**src/rtl/sdft_peak_pkg.sv**
```systemverilog
// Shared types and helpers for the spectrum peak finder.
package sdft_peak_pkg;

  typedef enum logic {
    IDLE,
    ACCUM
  } state_t;

  typedef enum logic [1:0] {
    TAG_NONE,
    TAG_GOOD,
    TAG_ERR
  } end_tag_t;

  // Bin index width that never collapses to zero bits.
  function automatic int unsigned bin_w(input int unsigned n);
    return (n < 2) ? 1 : $clog2(n);
  endfunction

endpackage

```
**src/rtl/bin_mag.sv**
```systemverilog
// Two-stage per-bin magnitude estimate: S1 registers |re|,|im|, S2 registers the combined magnitude.
// PEAK_ALPHA_MAX_BETA_MIN_EN selects max + 3/8*min instead of |re| + |im|.
module bin_mag
  import sdft_peak_pkg::*;
#(
  parameter int unsigned DW = 16,
  parameter int unsigned MW = DW + 1
) (
  input  logic            clk_i,
  input  logic            rst_i,
  input  logic            in_valid,
  input  logic [2*DW-1:0] data,
  output logic            out_valid,
  output logic [MW-1:0]   mag
);

  logic [DW-1:0] re;
  logic [DW-1:0] im;
  logic [DW-1:0] abs_re;
  logic [DW-1:0] abs_im;
  logic [DW-1:0] abs_re_q;
  logic [DW-1:0] abs_im_q;
  logic          s1_valid_q;
  logic [MW-1:0] mag_d;

  assign re = data[DW-1:0];
  assign im = data[2*DW-1:DW];

  // Most negative input maps to 2^(DW-1), which still fits unsigned DW bits.
  always_comb begin
    abs_re = re[DW-1] ? ((~re) + DW'(1)) : re;
    abs_im = im[DW-1] ? ((~im) + DW'(1)) : im;
  end

`ifdef PEAK_ALPHA_MAX_BETA_MIN_EN
  logic [DW-1:0] mx;
  logic [DW-1:0] mn;

  always_comb begin
    if (abs_re_q > abs_im_q) begin
      mx = abs_re_q;
      mn = abs_im_q;
    end else begin
      mx = abs_im_q;
      mn = abs_re_q;
    end
    mag_d = MW'(mx) + MW'(mn >> 2) + MW'(mn >> 3);
  end
`else
  always_comb begin
    mag_d = MW'(abs_re_q) + MW'(abs_im_q);
  end
`endif

  always_ff @(posedge clk_i) begin
    if (rst_i) begin
      s1_valid_q <= 1'b0;
      abs_re_q   <= '0;
      abs_im_q   <= '0;
      out_valid  <= 1'b0;
      mag        <= '0;
    end else begin
      s1_valid_q <= in_valid;
      abs_re_q   <= abs_re;
      abs_im_q   <= abs_im;
      out_valid  <= s1_valid_q;
      mag        <= mag_d;
    end
  end

endmodule

```
**src/rtl/spectrum_peak_finder.sv**
```systemverilog
// Per-frame peak search over a windowed complex bin stream; reports peak bin/magnitude or a
// malformed-frame strobe. Build option PEAK_ALPHA_MAX_BETA_MIN_EN selects the magnitude estimate.
module spectrum_peak_finder
  import sdft_peak_pkg::*;
#(
  parameter int unsigned DW     = 16,
  parameter int unsigned N_BINS = 256,
  parameter int unsigned BIN_W  = bin_w(N_BINS),
  parameter int unsigned MW     = DW + 1
) (
  input  logic              clk_i,
  input  logic              rst_i,
  input  logic [2*DW-1:0]   data_i,
  input  logic              sob_i,
  input  logic              eob_i,
  input  logic              valid_i,
  input  logic [MW-1:0]     thr_i,
  output logic [BIN_W-1:0]  peak_bin_o,
  output logic [MW-1:0]     peak_mag_o,
  output logic              peak_found_o,
  output logic              peak_valid_o,
  output logic              frame_err_o
);

  localparam logic [BIN_W-1:0] LastBin = BIN_W'(N_BINS - 1);

  state_t           state_q, state_d;
  logic [BIN_W-1:0] cnt_q, cnt_d;
  logic             beat_take;
  logic             beat_sob;
  logic [BIN_W-1:0] beat_bin;
  end_tag_t         beat_tag;

  // Framing FSM runs on the raw input beat; its verdict travels down the pipe as a tag.
  always_comb begin
    state_d   = state_q;
    cnt_d     = cnt_q;
    beat_take = 1'b0;
    beat_sob  = 1'b0;
    beat_bin  = '0;
    beat_tag  = TAG_NONE;
    if (valid_i) begin
      unique case (state_q)
        IDLE: begin
          if (sob_i) begin
            beat_take = 1'b1;
            beat_sob  = 1'b1;
            cnt_d     = '0;
            if (eob_i) begin
              beat_tag = TAG_ERR;
            end else begin
              state_d = ACCUM;
            end
          end
        end
        ACCUM: begin
          beat_take = 1'b1;
          if (sob_i) begin
            // Restart: the sob beat itself carries the error for the abandoned frame.
            beat_sob = 1'b1;
            beat_tag = TAG_ERR;
            cnt_d    = '0;
            if (eob_i) begin
              state_d = IDLE;
            end
          end else begin
            beat_bin = cnt_q + BIN_W'(1);
            cnt_d    = beat_bin;
            if (eob_i) begin
              beat_tag = (beat_bin == LastBin) ? TAG_GOOD : TAG_ERR;
              state_d  = IDLE;
            end else if (beat_bin == LastBin) begin
              beat_tag = TAG_ERR;
              state_d  = IDLE;
            end
          end
        end
        default: state_d = IDLE;
      endcase
    end
  end

  always_ff @(posedge clk_i) begin
    if (rst_i) begin
      state_q <= IDLE;
      cnt_q   <= '0;
    end else begin
      state_q <= state_d;
      cnt_q   <= cnt_d;
    end
  end

  // Input register: beat data plus its framing tags.
  logic             s0_valid_q;
  logic             s0_sob_q;
  end_tag_t         s0_tag_q;
  logic [BIN_W-1:0] s0_bin_q;
  logic [MW-1:0]    s0_thr_q;
  logic [2*DW-1:0]  s0_data_q;

  logic             s1_sob_q, s2_sob_q;
  end_tag_t         s1_tag_q, s2_tag_q;
  logic [BIN_W-1:0] s1_bin_q, s2_bin_q;
  logic [MW-1:0]    s1_thr_q, s2_thr_q;

  always_ff @(posedge clk_i) begin
    if (rst_i) begin
      s0_valid_q <= 1'b0;
      s0_sob_q   <= 1'b0;
      s0_tag_q   <= TAG_NONE;
      s0_bin_q   <= '0;
      s0_thr_q   <= '0;
      s0_data_q  <= '0;
      s1_sob_q   <= 1'b0;
      s1_tag_q   <= TAG_NONE;
      s1_bin_q   <= '0;
      s1_thr_q   <= '0;
      s2_sob_q   <= 1'b0;
      s2_tag_q   <= TAG_NONE;
      s2_bin_q   <= '0;
      s2_thr_q   <= '0;
    end else begin
      s0_valid_q <= beat_take;
      s0_sob_q   <= beat_sob;
      s0_tag_q   <= beat_tag;
      s0_bin_q   <= beat_bin;
      s0_thr_q   <= thr_i;
      s0_data_q  <= data_i;
      s1_sob_q   <= s0_sob_q;
      s1_tag_q   <= s0_tag_q;
      s1_bin_q   <= s0_bin_q;
      s1_thr_q   <= s0_thr_q;
      s2_sob_q   <= s1_sob_q;
      s2_tag_q   <= s1_tag_q;
      s2_bin_q   <= s1_bin_q;
      s2_thr_q   <= s1_thr_q;
    end
  end

  logic          s2_valid;
  logic [MW-1:0] s2_mag;

  bin_mag #(
    .DW (DW),
    .MW (MW)
  ) u_bin_mag (
    .clk_i     (clk_i),
    .rst_i     (rst_i),
    .in_valid  (s0_valid_q),
    .data      (s0_data_q),
    .out_valid (s2_valid),
    .mag       (s2_mag)
  );

  // S3: running max; sob reloads unconditionally, otherwise strictly greater wins.
  logic [MW-1:0]    max_mag_q, max_mag_d;
  logic [BIN_W-1:0] max_bin_q, max_bin_d;

  always_comb begin
    max_mag_d = max_mag_q;
    max_bin_d = max_bin_q;
    if (s2_valid) begin
      if (s2_sob_q) begin
        max_mag_d = s2_mag;
        max_bin_d = '0;
      end else if (s2_mag > max_mag_q) begin
        max_mag_d = s2_mag;
        max_bin_d = s2_bin_q;
      end
    end
  end

  always_ff @(posedge clk_i) begin
    if (rst_i) begin
      max_mag_q    <= '0;
      max_bin_q    <= '0;
      peak_bin_o   <= '0;
      peak_mag_o   <= '0;
      peak_found_o <= 1'b0;
      peak_valid_o <= 1'b0;
      frame_err_o  <= 1'b0;
    end else begin
      max_mag_q    <= max_mag_d;
      max_bin_q    <= max_bin_d;
      peak_valid_o <= 1'b0;
      frame_err_o  <= 1'b0;
      if (s2_valid && (s2_tag_q == TAG_GOOD)) begin
        peak_valid_o <= 1'b1;
        peak_bin_o   <= max_bin_d;
        peak_mag_o   <= max_mag_d;
        peak_found_o <= (max_mag_d > s2_thr_q);
      end else if (s2_valid && (s2_tag_q == TAG_ERR)) begin
        frame_err_o <= 1'b1;
      end
    end
  end

endmodule

```
**config.mk**
```make
export PLATFORM = sky130hd
export DESIGN_NAME = spectrum_peak_finder
export DESIGN_NICKNAME = d
export VERILOG_FILES = /design/src/rtl/sdft_peak_pkg.sv /design/src/rtl/bin_mag.sv /design/src/rtl/spectrum_peak_finder.sv
export SDC_FILE = /design/constraint.sdc
export NUM_CORES = 1
export LEC_CHECK = 0
export CELL_PAD_IN_SITES_DETAIL_PLACEMENT = 1
export CELL_PAD_IN_SITES_GLOBAL_PLACEMENT = 1
export CORE_MARGIN = 10
export CORE_UTILIZATION = 33
export CTS_CLUSTER_SIZE = 8
export DETAILED_ROUTE_END_ITERATION = 8
export GPL_ROUTABILITY_DRIVEN = 0
export PLACE_DENSITY_LB_ADDON = 0.05
export REMOVE_ABC_BUFFERS = 1
export SLEW_MARGIN = 10
export SYNTH_ARGS = -nofsm -noshare
export SYNTH_HDL_FRONTEND = slang
export SYNTH_HIERARCHICAL = 1
export SYNTH_SLANG_ARGS = --single-unit
```
**constraint.sdc**
```tcl
create_clock -name clk_i -period 4.7 [get_ports clk_i]
set_input_delay 0.94 -clock clk_i [delete_from_list [all_inputs] [get_ports clk_i]]
set_output_delay 0.94 -clock clk_i [all_outputs]
set_load 0.005 [all_outputs]
```
# ---- Yosys cells after proc, flatten, opt, wreduce, memory -nomap -nowiden
# Index checks and enable logic that the tools add are counted.
# W data, S select, Z words.
dict set report word_totals {
  memories 0
  ramBits 0
  regBits 230
  elab_cells 82
  latchBits 0
  mem_bits_ro 0
  out_inout_bits 28
  in_bits 54
}
dict set report op_classes {
  addsub 4
  n_mul 0
  reduce_logical 8
  magnitude_cmp 2
  shifts 0
  muxes 28
  div 0
  eq_ne 4
  bitwise 6
}
# op count
set ops {}
lappend ops {{$mux W17} 3}
lappend ops {{$mux W8} 5}
lappend ops {{$gt A17 B17 Y1} 2}
lappend ops {{$add A16 B1 Y16 const B} 2}
lappend ops {{$not A16 Y16} 2}
lappend ops {{$mux W15} 2}
lappend ops {{$add A16 B16 Y17} 1}
lappend ops {{$pmux W8 S2} 1}
lappend ops {{$mux W2} 6}
lappend ops {{$add A8 B1 Y8 const B} 1}
lappend ops {{$eq A8 B8 Y1 const B} 1}
lappend ops {{$mux W1} 8}
lappend ops {{$reduce_or A2 Y1} 4}
lappend ops {{$not A1 Y1} 4}
lappend ops {{$pmux W1 S2} 2}
lappend ops {{$pmux W2 S2} 1}
lappend ops {{$reduce_or A3 Y1} 1}
lappend ops {{$eq A2 B1 Y1 const B} 1}
lappend ops {{$eq A2 B2 Y1 const B} 1}
lappend ops {{$logic_and A1 B1 Y1} 2}
lappend ops {{$ne A2 B2 Y1 const B} 1}
lappend ops {{$reduce_and A2 Y1} 1}

# ---- Depth between registers and ports, before layout
# Gate-level depths: netlist of run 1.
dict set report depth {
  ltp_word 6
  depth_mapped 19
  depth_no_buf 17
}

# ---- Cells and area by module
# The synthesis of run 1 kept the hierarchy.
# module area_each_um2 seq_area_each_um2 instances cells_each
set modules_own_cells {}
lappend modules_own_cells {spectrum_peak_finder 6827.8 3583.4 1 691}
lappend modules_own_cells {bin_mag 2557.5 1021.0 1 287}

# ---- Worst setup path after synthesis of run 1
# Ideal clock, no wire load.
dict set report synth_timing {
  path_kind {reg-to-reg}
  start {register max_mag_q[4]}
  end {register peak_found_o}
  path_slack_ps 1053
  setup_ps 122
  period_less_slack_ps 3647
  required_ps 4578
  stages_incl_launch_ff 19
  path_buffers 2
  arrival_ps 3524
  cell_sequence {dfxtp_1 -> inv_1 -> ha_1 -> nand4_1 -> or4_1 -> or3_1 -> a211o_1 -> buf_2 -> buf_1 -> nand3_1 -> nand2_1 -> ha_1 -> nor2b_1 -> o21a_1 -> o21a_1 -> o21bai_1 -> a31oi_1 -> o31ai_1 -> nand2_1}
}
dict set report synth_between {
  elab_chain_len 5
}
# element line_no
set synth_lines {}
lappend synth_lines {{start: declaration} spectrum_peak_finder.sv:156} ;# logic [MW-1:0] max_mag_q, max_mag_d;
lappend synth_lines {{start signal: assignment} spectrum_peak_finder.sv:183} ;# max_mag_q <= max_mag_d;
lappend synth_lines {{$gt A17 B17 Y1} spectrum_peak_finder.sv:166} ;# end else if (s2_mag > max_mag_q) begin
lappend synth_lines {{$mux W17} spectrum_peak_finder.sv:166}
lappend synth_lines {{$mux W17} spectrum_peak_finder.sv:163} ;# if (s2_sob_q) begin
lappend synth_lines {{$mux W17} spectrum_peak_finder.sv:162} ;# if (s2_valid) begin
lappend synth_lines {{via max_mag_d[1]} spectrum_peak_finder.sv:156}
lappend synth_lines {{$gt A17 B17 Y1} spectrum_peak_finder.sv:191} ;# peak_found_o <= (max_mag_d > s2_thr_q);
lappend synth_lines {{end signal: assignment} spectrum_peak_finder.sv:191}
lappend synth_lines {{end: declaration} spectrum_peak_finder.sv:20} ;# output logic peak_found_o,
# The timed path passes the listed nets, and every way through them passes these cells.
# A chain may end at the register's enable or synchronous reset.

# ---- Worst setup path in the final report of run 1
# Ends and elaborated chain as after synthesis.

==> results of run 1 <==
[placed cells by master, fill, tap and decap left out, types with 3 or more instances in the layout]
master           instances
dfxtp_1                229
nor2b_1                119
clkdlybuf4s50_1         80
nand2_1                 73
nor2_1                  67
ha_1                    55
inv_1                   46
a21oi_1                 45
nand3_1                 43
clkbuf_16               35
xor2_1                  33
a21o_1                  28
o21ai_0                 26
nand2b_1                14
xnor2_1                 12
mux2i_1                 11
a31oi_1                 10
o311ai_2                 8
o311ai_1                 8
o31ai_1                  8
nand4b_1                 8
nand4_1                  7
nor3_1                   7
buf_4                    7
o21a_1                   6
and3_1                   5
nand3b_1                 5
or3b_2                   5
or3b_1                   4
nor4_1                   4
o41ai_1                  4
o211ai_1                 3
or4_1                    3
[per-stage QoR]
| step | cells | hold slack (ns) | setup WS (ns) | power [µW] |
|---|---|---|---|---|
| after floorplan | 929 | 0.398 | 0.632 | 2410 |
| after global placement | 1395 | 0.420 | 0.692 | 2620 |
| after detailed placement | 1395 | 0.425 | 0.637 | 2620 |
| after CTS | 1433 | 0.432 | 0.635 | 4790 |
| after global routing | 1433 | 0.451 | 0.299 | 4930 |
| final | 1433 | 0.429 | 0.659 | 4680 |
[flip-flops by register name (all words and copies together) (netlist names), 2 cells and up]
signal              flops
s1_tag_q                2
s1_thr_q               17
s0_data_q              32
s1_bin_q                8
s2_tag_q                2
s0_bin_q                8
cnt_q                   8
u_bin_mag/mag          17
u_bin_mag/abs_im_q     16
peak_mag_o             17
max_bin_q               8
u_bin_mag/abs_re_q     16
s2_bin_q                8
s2_thr_q               17
max_mag_q              17
s0_tag_q                2
s0_thr_q               17
peak_bin_o              8
[area by class of cell]
| type | count | share of cell area |
|---|---|---|
| inverters | 47 | 0.0155 |
| flip-flops and latches | 230 | 0.404 |
| multi-input cells | 652 | 0.385 |
| repair buffers | 88 | 0.0758 |
| well taps | 378 | 0.0415 |
| clock inverters | 1 | 0.000768 |
| clock buffers | 37 | 0.0775 |
[power groups by stage]
stage	clock network, µW	registers (µW)	logic (µW)
final	2100	2070	502
after global routing	2280	2080	568
after CTS	2210	2070	513
after detailed placement	0	2110	510
after global placement	0	2110	508
after floorplan	0	2090	323
[path summary, 6_finish.rpt]
path,start,endpoint,slack [ns],cells after the start
setup / recovery,max_mag_q[4],peak_found_o,0.66,15
hold / removal,s1_thr_q[0],s2_thr_q[0],0.43,1
setup reg to reg,max_mag_q[4],peak_found_o,0.66,15
hold reg to reg,s1_thr_q[0],s2_thr_q[0],0.43,1
[metal layers]
layer	global-route usage	part of all wire	wire length, µm
met1	0.159	0.50	10700
met4	0.0388	0.022	472
met5	0	0	0
met3	0.0249	0.034	730
met2	0.196	0.44	9490
[cell usage after synthesis, types with 6 or more instances]
master    number  area (µm²)
dfxtp_1      230        4600
nor2b_1      120         751
nand2_1       73         274
nor2_1        67         251
ha_1          55         688
inv_1         46         173
a21oi_1       45         225
nand3_1       43         215
clkbuf_1      38         143
xor2_1        33         289
a21o_1        28         210
o21ai_0       26         130
nand2b_1      14        87.6
xnor2_1       12         105
mux2i_1       11         110
a31oi_1       10        62.6
nand4b_1       8        70.1
o311ai_1       8        70.1
o311ai_2       8         130
o31ai_1        8        60.1
nand4_1        7        43.8
nor3_1         7        35.0
o21a_1         6        45.0
[worst register-to-register path, stage by stage (launching register included)]
cell	delay, ns
dfxtp_1	0.30
inv_1	0.06
ha_1	0.31
nand4_1	0.15
or4_1	0.51
or3_1	0.35
a211o_2	0.61
buf_4	0.34
nand3_1	0.12
nand2_1	0.07
ha_1	0.30
nand4_1	0.18
nor4_1	0.35
nor3_1	0.09
a21oi_1	0.12
nand2_1	0.06
[cells by family after synthesis]
| family | share of synthesized area |
|---|---|
| AND/OR/NAND/NOR | 0.215 |
| flip-flops | 0.491 |
| AO/OA/AOI/OAI | 0.122 |
| buffers and inverters | 0.0419 |
| adder cells (fa/ha/maj) | 0.0755 |
| XOR/XNOR | 0.0420 |
| multiplexers | 0.0129 |
==> impl_metrics.tcl, run 1 <==
set metrics [dict create \
    outcome "completed" \
    fin_util 0.408 \
    post_cts_buffers 0 \
    crit_required_ns 5.08 \
    fillers 3154 \
    crit_type "flop to flop" \
    path_buf_inv 2 \
    grt_max_degree 108 \
    cpMaxStageDelayCell "a211o_2" \
    cts_resized 0 \
    ys_types 60 \
    rsz0062_at_grt "false" \
    cts_made_buffers 34 \
    drcViolationCount 0 \
    skew_ns 0.0136 \
    ant_nets 0 \
    port_buffers 81 \
    clkPwrFrac 0.450 \
    die_x_um 189 \
    p_sw_frac 0.246 \
    path_cells "inv_1 > ha_1 > nand4_1 > or4_1 > or3_1 > a211o_2 > buf_4 > nand3_1 > nand2_1 > ha_1 > nand4_1 > nor4_1 > nor3_1 > a21oi_1 > nand2_1" \
    layout.nets 1163 \
    p_seq_frac 0.442 \
    grt-ovfl-total 0 \
    final_cell_area_mm2 0.0114 \
    drv_slew 0 \
    hold_buffers 0 \
    maxCapViolCount 0 \
    yosysWarnings 6 \
    combPwrFrac 0.107 \
    grt_pass1_vias 7183 \
    min_path_type "flop to flop" \
    finalSetupViolations 0 \
    dr_total_vias 6681 \
    htreeDepth 2 \
    async_reset_ff_frac 0 \
    ys_seq_area_frac 0.491 \
    relSlewSlack 0.321 \
    worstMarginPinSlew_ns 1.01 \
    synth_edf_count 0 \
    critPathTopFamily "simple AND/OR/NAND/NOR gates" \
    min_period_over_period 0.860 \
    wl_um 21400 \
    gr-usage-all-layers 0.122 \
    synth-seq-cells 230 \
    first_pass_iters 4 \
    synth.cell_area_mm2 0.00939 \
    ioPinCount 82 \
    p_leak_uw 0.00457 \
    layout-drive-gt1-share 0.0692 \
    dp_hpwl_um 14900 \
    vias_per_cell 4.66 \
    ir_drop_mv 0.182 \
    max_stage_delay_ns 0.61 \
    cts_root_buf "clkbuf_16" \
    cp_max_fo 38 \
    dieArea_mm2 0.0356 \
    place_area_mm2 0.0105 \
    cts_tree "done" \
    netSwitchingPower_uw 1150 \
    endpoint_kind "flop" \
    finalHoldViolations 0 \
    multi_input_comb_area_mm2 0.00439 \
    core_mm2 0.0279 \
    cts.clk_slew.worst_paths_ns 0.05 \
    powerDensity_mw_per_mm2 410 \
    row_count 61 \
    clock_path_buffers 3 \
    p_int_uw 3530 \
    area_growth_pct 21.5 \
    antenna_cells 0 \
    initial_utilization 0.336 \
    yosys_most_used_dff "dfxtp_1" \
    synth_cells 978 \
    clkSinkCount 230 \
    grt_pass1_wl_um 36600 \
    max_freq_ghz 0.247 \
    arrival_ns 4.42 \
    fin_tns_setup_ns 0 \
    die_h_um 189 \
    clk_latency_ns 0.49 \
    avgSynthCellArea_um2 9.60 \
    cp-start-kind "flop" \
    seqCellArea_mm2 0.00461 \
    wl_per_cell_um 15.0 \
    drtIter0Drc 147 \
    period_minus_slack_ns 4.04 \
    antenna_found_initial 0 \
]
Power figures use the tool's default switching activity.
==> run 2, diff against run 1 <==
--- a/config.mk
+++ b/config.mk
@@ -9,6 +9,7 @@
 export CELL_PAD_IN_SITES_GLOBAL_PLACEMENT = 1
 export CORE_MARGIN = 10
 export CORE_UTILIZATION = 33
+export CTS_BUF_LIST = sky130_fd_sc_hd__clkbuf_4 sky130_fd_sc_hd__clkbuf_8
 export CTS_CLUSTER_SIZE = 8
 export DETAILED_ROUTE_END_ITERATION = 8
 export GPL_ROUTABILITY_DRIVEN = 0
==> run 2 against run 1 <==
Power down 2.6%. First-iteration DRC count up 10%. Combinational power about the same.
==> impl_metrics.tcl, run 2 (synthesis results as in run 1) <==
set metrics [dict create \
    max_freq_ghz 0.247 \
    drcViolationCount 0 \
    period_minus_slack_ns 4.04 \
    cts_resized 0 \
    clk_latency_ns 0.54 \
    maxCapViolCount 0 \
    p_leak_uw 0.00461 \
    endpoint_kind "flop" \
    whs_ns 0.435 \
    clock_path_buffers 3 \
    dr_total_vias 6769 \
    htreeDepth 2 \
    dp_hpwl_um 14900 \
    arrival_ns 4.47 \
    min_from "s0_bin_q[1]" \
    finalSetupViolations 0 \
    first_pass_iters 4 \
    regMostFlops "s0_data_q" \
    post_cts_buffers 0 \
    fillers 3187 \
    crit_required_ns 5.13 \
    layout-drive-gt1-share 0.104 \
    p_sw_frac 0.259 \
    fin_util 0.409 \
    clkSinkCount 230 \
    cts_root_buf "clkbuf_8" \
    fin_tns_setup_ns 0 \
    ir_drop_mv 0.178 \
    final.setup.worst_slack_ns 0.658 \
    cts_tree "done" \
    grt-ovfl-total 0 \
    grt_pass1_wl_um 36600 \
    die_h_um 189 \
    antenna_found_initial 0 \
    holdPathStages 1 \
    drtIter0Drc 162 \
    grt_max_degree 108 \
    p_int_uw 3380 \
    cts_made_buffers 42 \
    clkPwrFrac 0.436 \
    antenna_cells 0 \
    ioPinCount 82 \
    skew_ns 0.0206 \
    grt_pass1_vias 7304 \
    min_period_over_period 0.860 \
    port_buffers 81 \
    p_total_uw 4550 \
    reg2reg_to "peak_found_o" \
    p_seq_frac 0.453 \
    outcome "completed" \
    core_mm2 0.0279 \
    combPwrFrac 0.110 \
    initial_utilization 0.336 \
    wl_per_cell_um 14.6 \
    dpl_worst_slack_ns 0.637 \
    holdPathEnd "s1_bin_q[1]" \
    mostFrequentLayoutCells "229 x dfxtp_1, 119 x nor2b_1, 80 x clkdlybuf4s50_1" \
    worstMarginPinSlew_ns 1.02 \
    largest_reg_flops 32 \
    crit_type "flop to flop" \
    min_path_type "flop to flop" \
    gr-usage-all-layers 0.121 \
    hold_buffers 0 \
    drv_slew 0 \
    rsz0062_at_grt "false" \
    timing.rr.start "max_mag_q[4]" \
    cts.clk_slew.worst_paths_ns 0.06 \
    final_common_cell "dfxtp_1" \
    rrSetupSlack_ns 0.66 \
    finalHoldViolations 0 \
    vias_per_cell 4.60 \
    dieArea_mm2 0.0356 \
    netSwitchingPower_uw 1180 \
    rr_worst_depth 15 \
    cp_max_fo 38 \
    ant_nets 0 \
    die_x_um 189 \
    relSlewSlack 0.314 \
    layout.nets 1171 \
    powerDensity_mw_per_mm2 399 \
    row_count 61 \
    area_growth_pct 21.6 \
    cp-start-kind "flop" \
    wl_um 21400 \
]
## run 2: metal layers
| metal | vias up | track usage | routed length [µm] |
|---|---|---|---|
| met5 | - | 0 | 0 |
| met4 | 0 | 0.0391 | 435 |
| met3 | 39 | 0.0266 | 825 |
| met2 | 106 | 0.196 | 9510 |
| met1 | 3130 | 0.157 | 10700 |
| li1 | 3494 | - | - |
## run 2: power by group through the flow
| stage | clock [µW] | sequential [µW] | combinational [µW] |
|---|---|---|---|
| 4_1_cts | 2080 | 2070 | 514 |
| 5_1_grt | 2170 | 2070 | 568 |
| 3_3_place_gp | 0 | 2110 | 508 |
| 3_5_place_dp | 0 | 2110 | 510 |
| 6_report | 1990 | 2060 | 502 |
| 2_1_floorplan | 0 | 2090 | 323 |
## run 2: area by class of cell
class                   instances  area [µm²]  area share
clock buffers                  66         815      0.0714
inverters                      47         176      0.0155
multi-input cells             652        4390       0.385
well taps                     378         473      0.0414
flip-flops and latches        230        4610       0.403
repair buffers                 88         865      0.0757
clock inverters                11        88.8     0.00778
## run 2: through the flow
step	cells	cell area (µm²)
3_3_place_gp	1395	10500
4_1_cts	1472	11400
3_5_place_dp	1395	10500
2_1_floorplan	929	9170
6_report	1472	11400
5_1_grt	1472	11400
## run 2: worst max path at each step
| stage | start | endpoint | slack [ns] | depth (start not counted) |
|---|---|---|---|---|
| floorplan | max_mag_q[4] | peak_found_o | 0.63 | 16 |
| detailed placement | max_mag_q[4] | peak_found_o | 0.64 | 15 |
| global route | max_mag_q[4] | peak_found_o | 0.29 | 15 |
| CTS | max_mag_q[4] | peak_found_o | 0.61 | 15 |
| global placement | max_mag_q[4] | peak_found_o | 0.69 | 16 |
| finish | max_mag_q[4] | peak_found_o | 0.66 | 15 |
## run 2: critical path, cell delays in order (launching register included)
cell     delay [ns]
dfxtp_1        0.31
inv_1          0.06
ha_1           0.31
nand4_1        0.15
or4_1          0.51
or3_1          0.35
a211o_2        0.61
buf_4          0.32
nand3_1        0.11
nand2_1        0.07
ha_1           0.30
nand4_1        0.17
nor4_1         0.35
nor3_1         0.09
a21oi_1        0.12
nand2_1        0.06
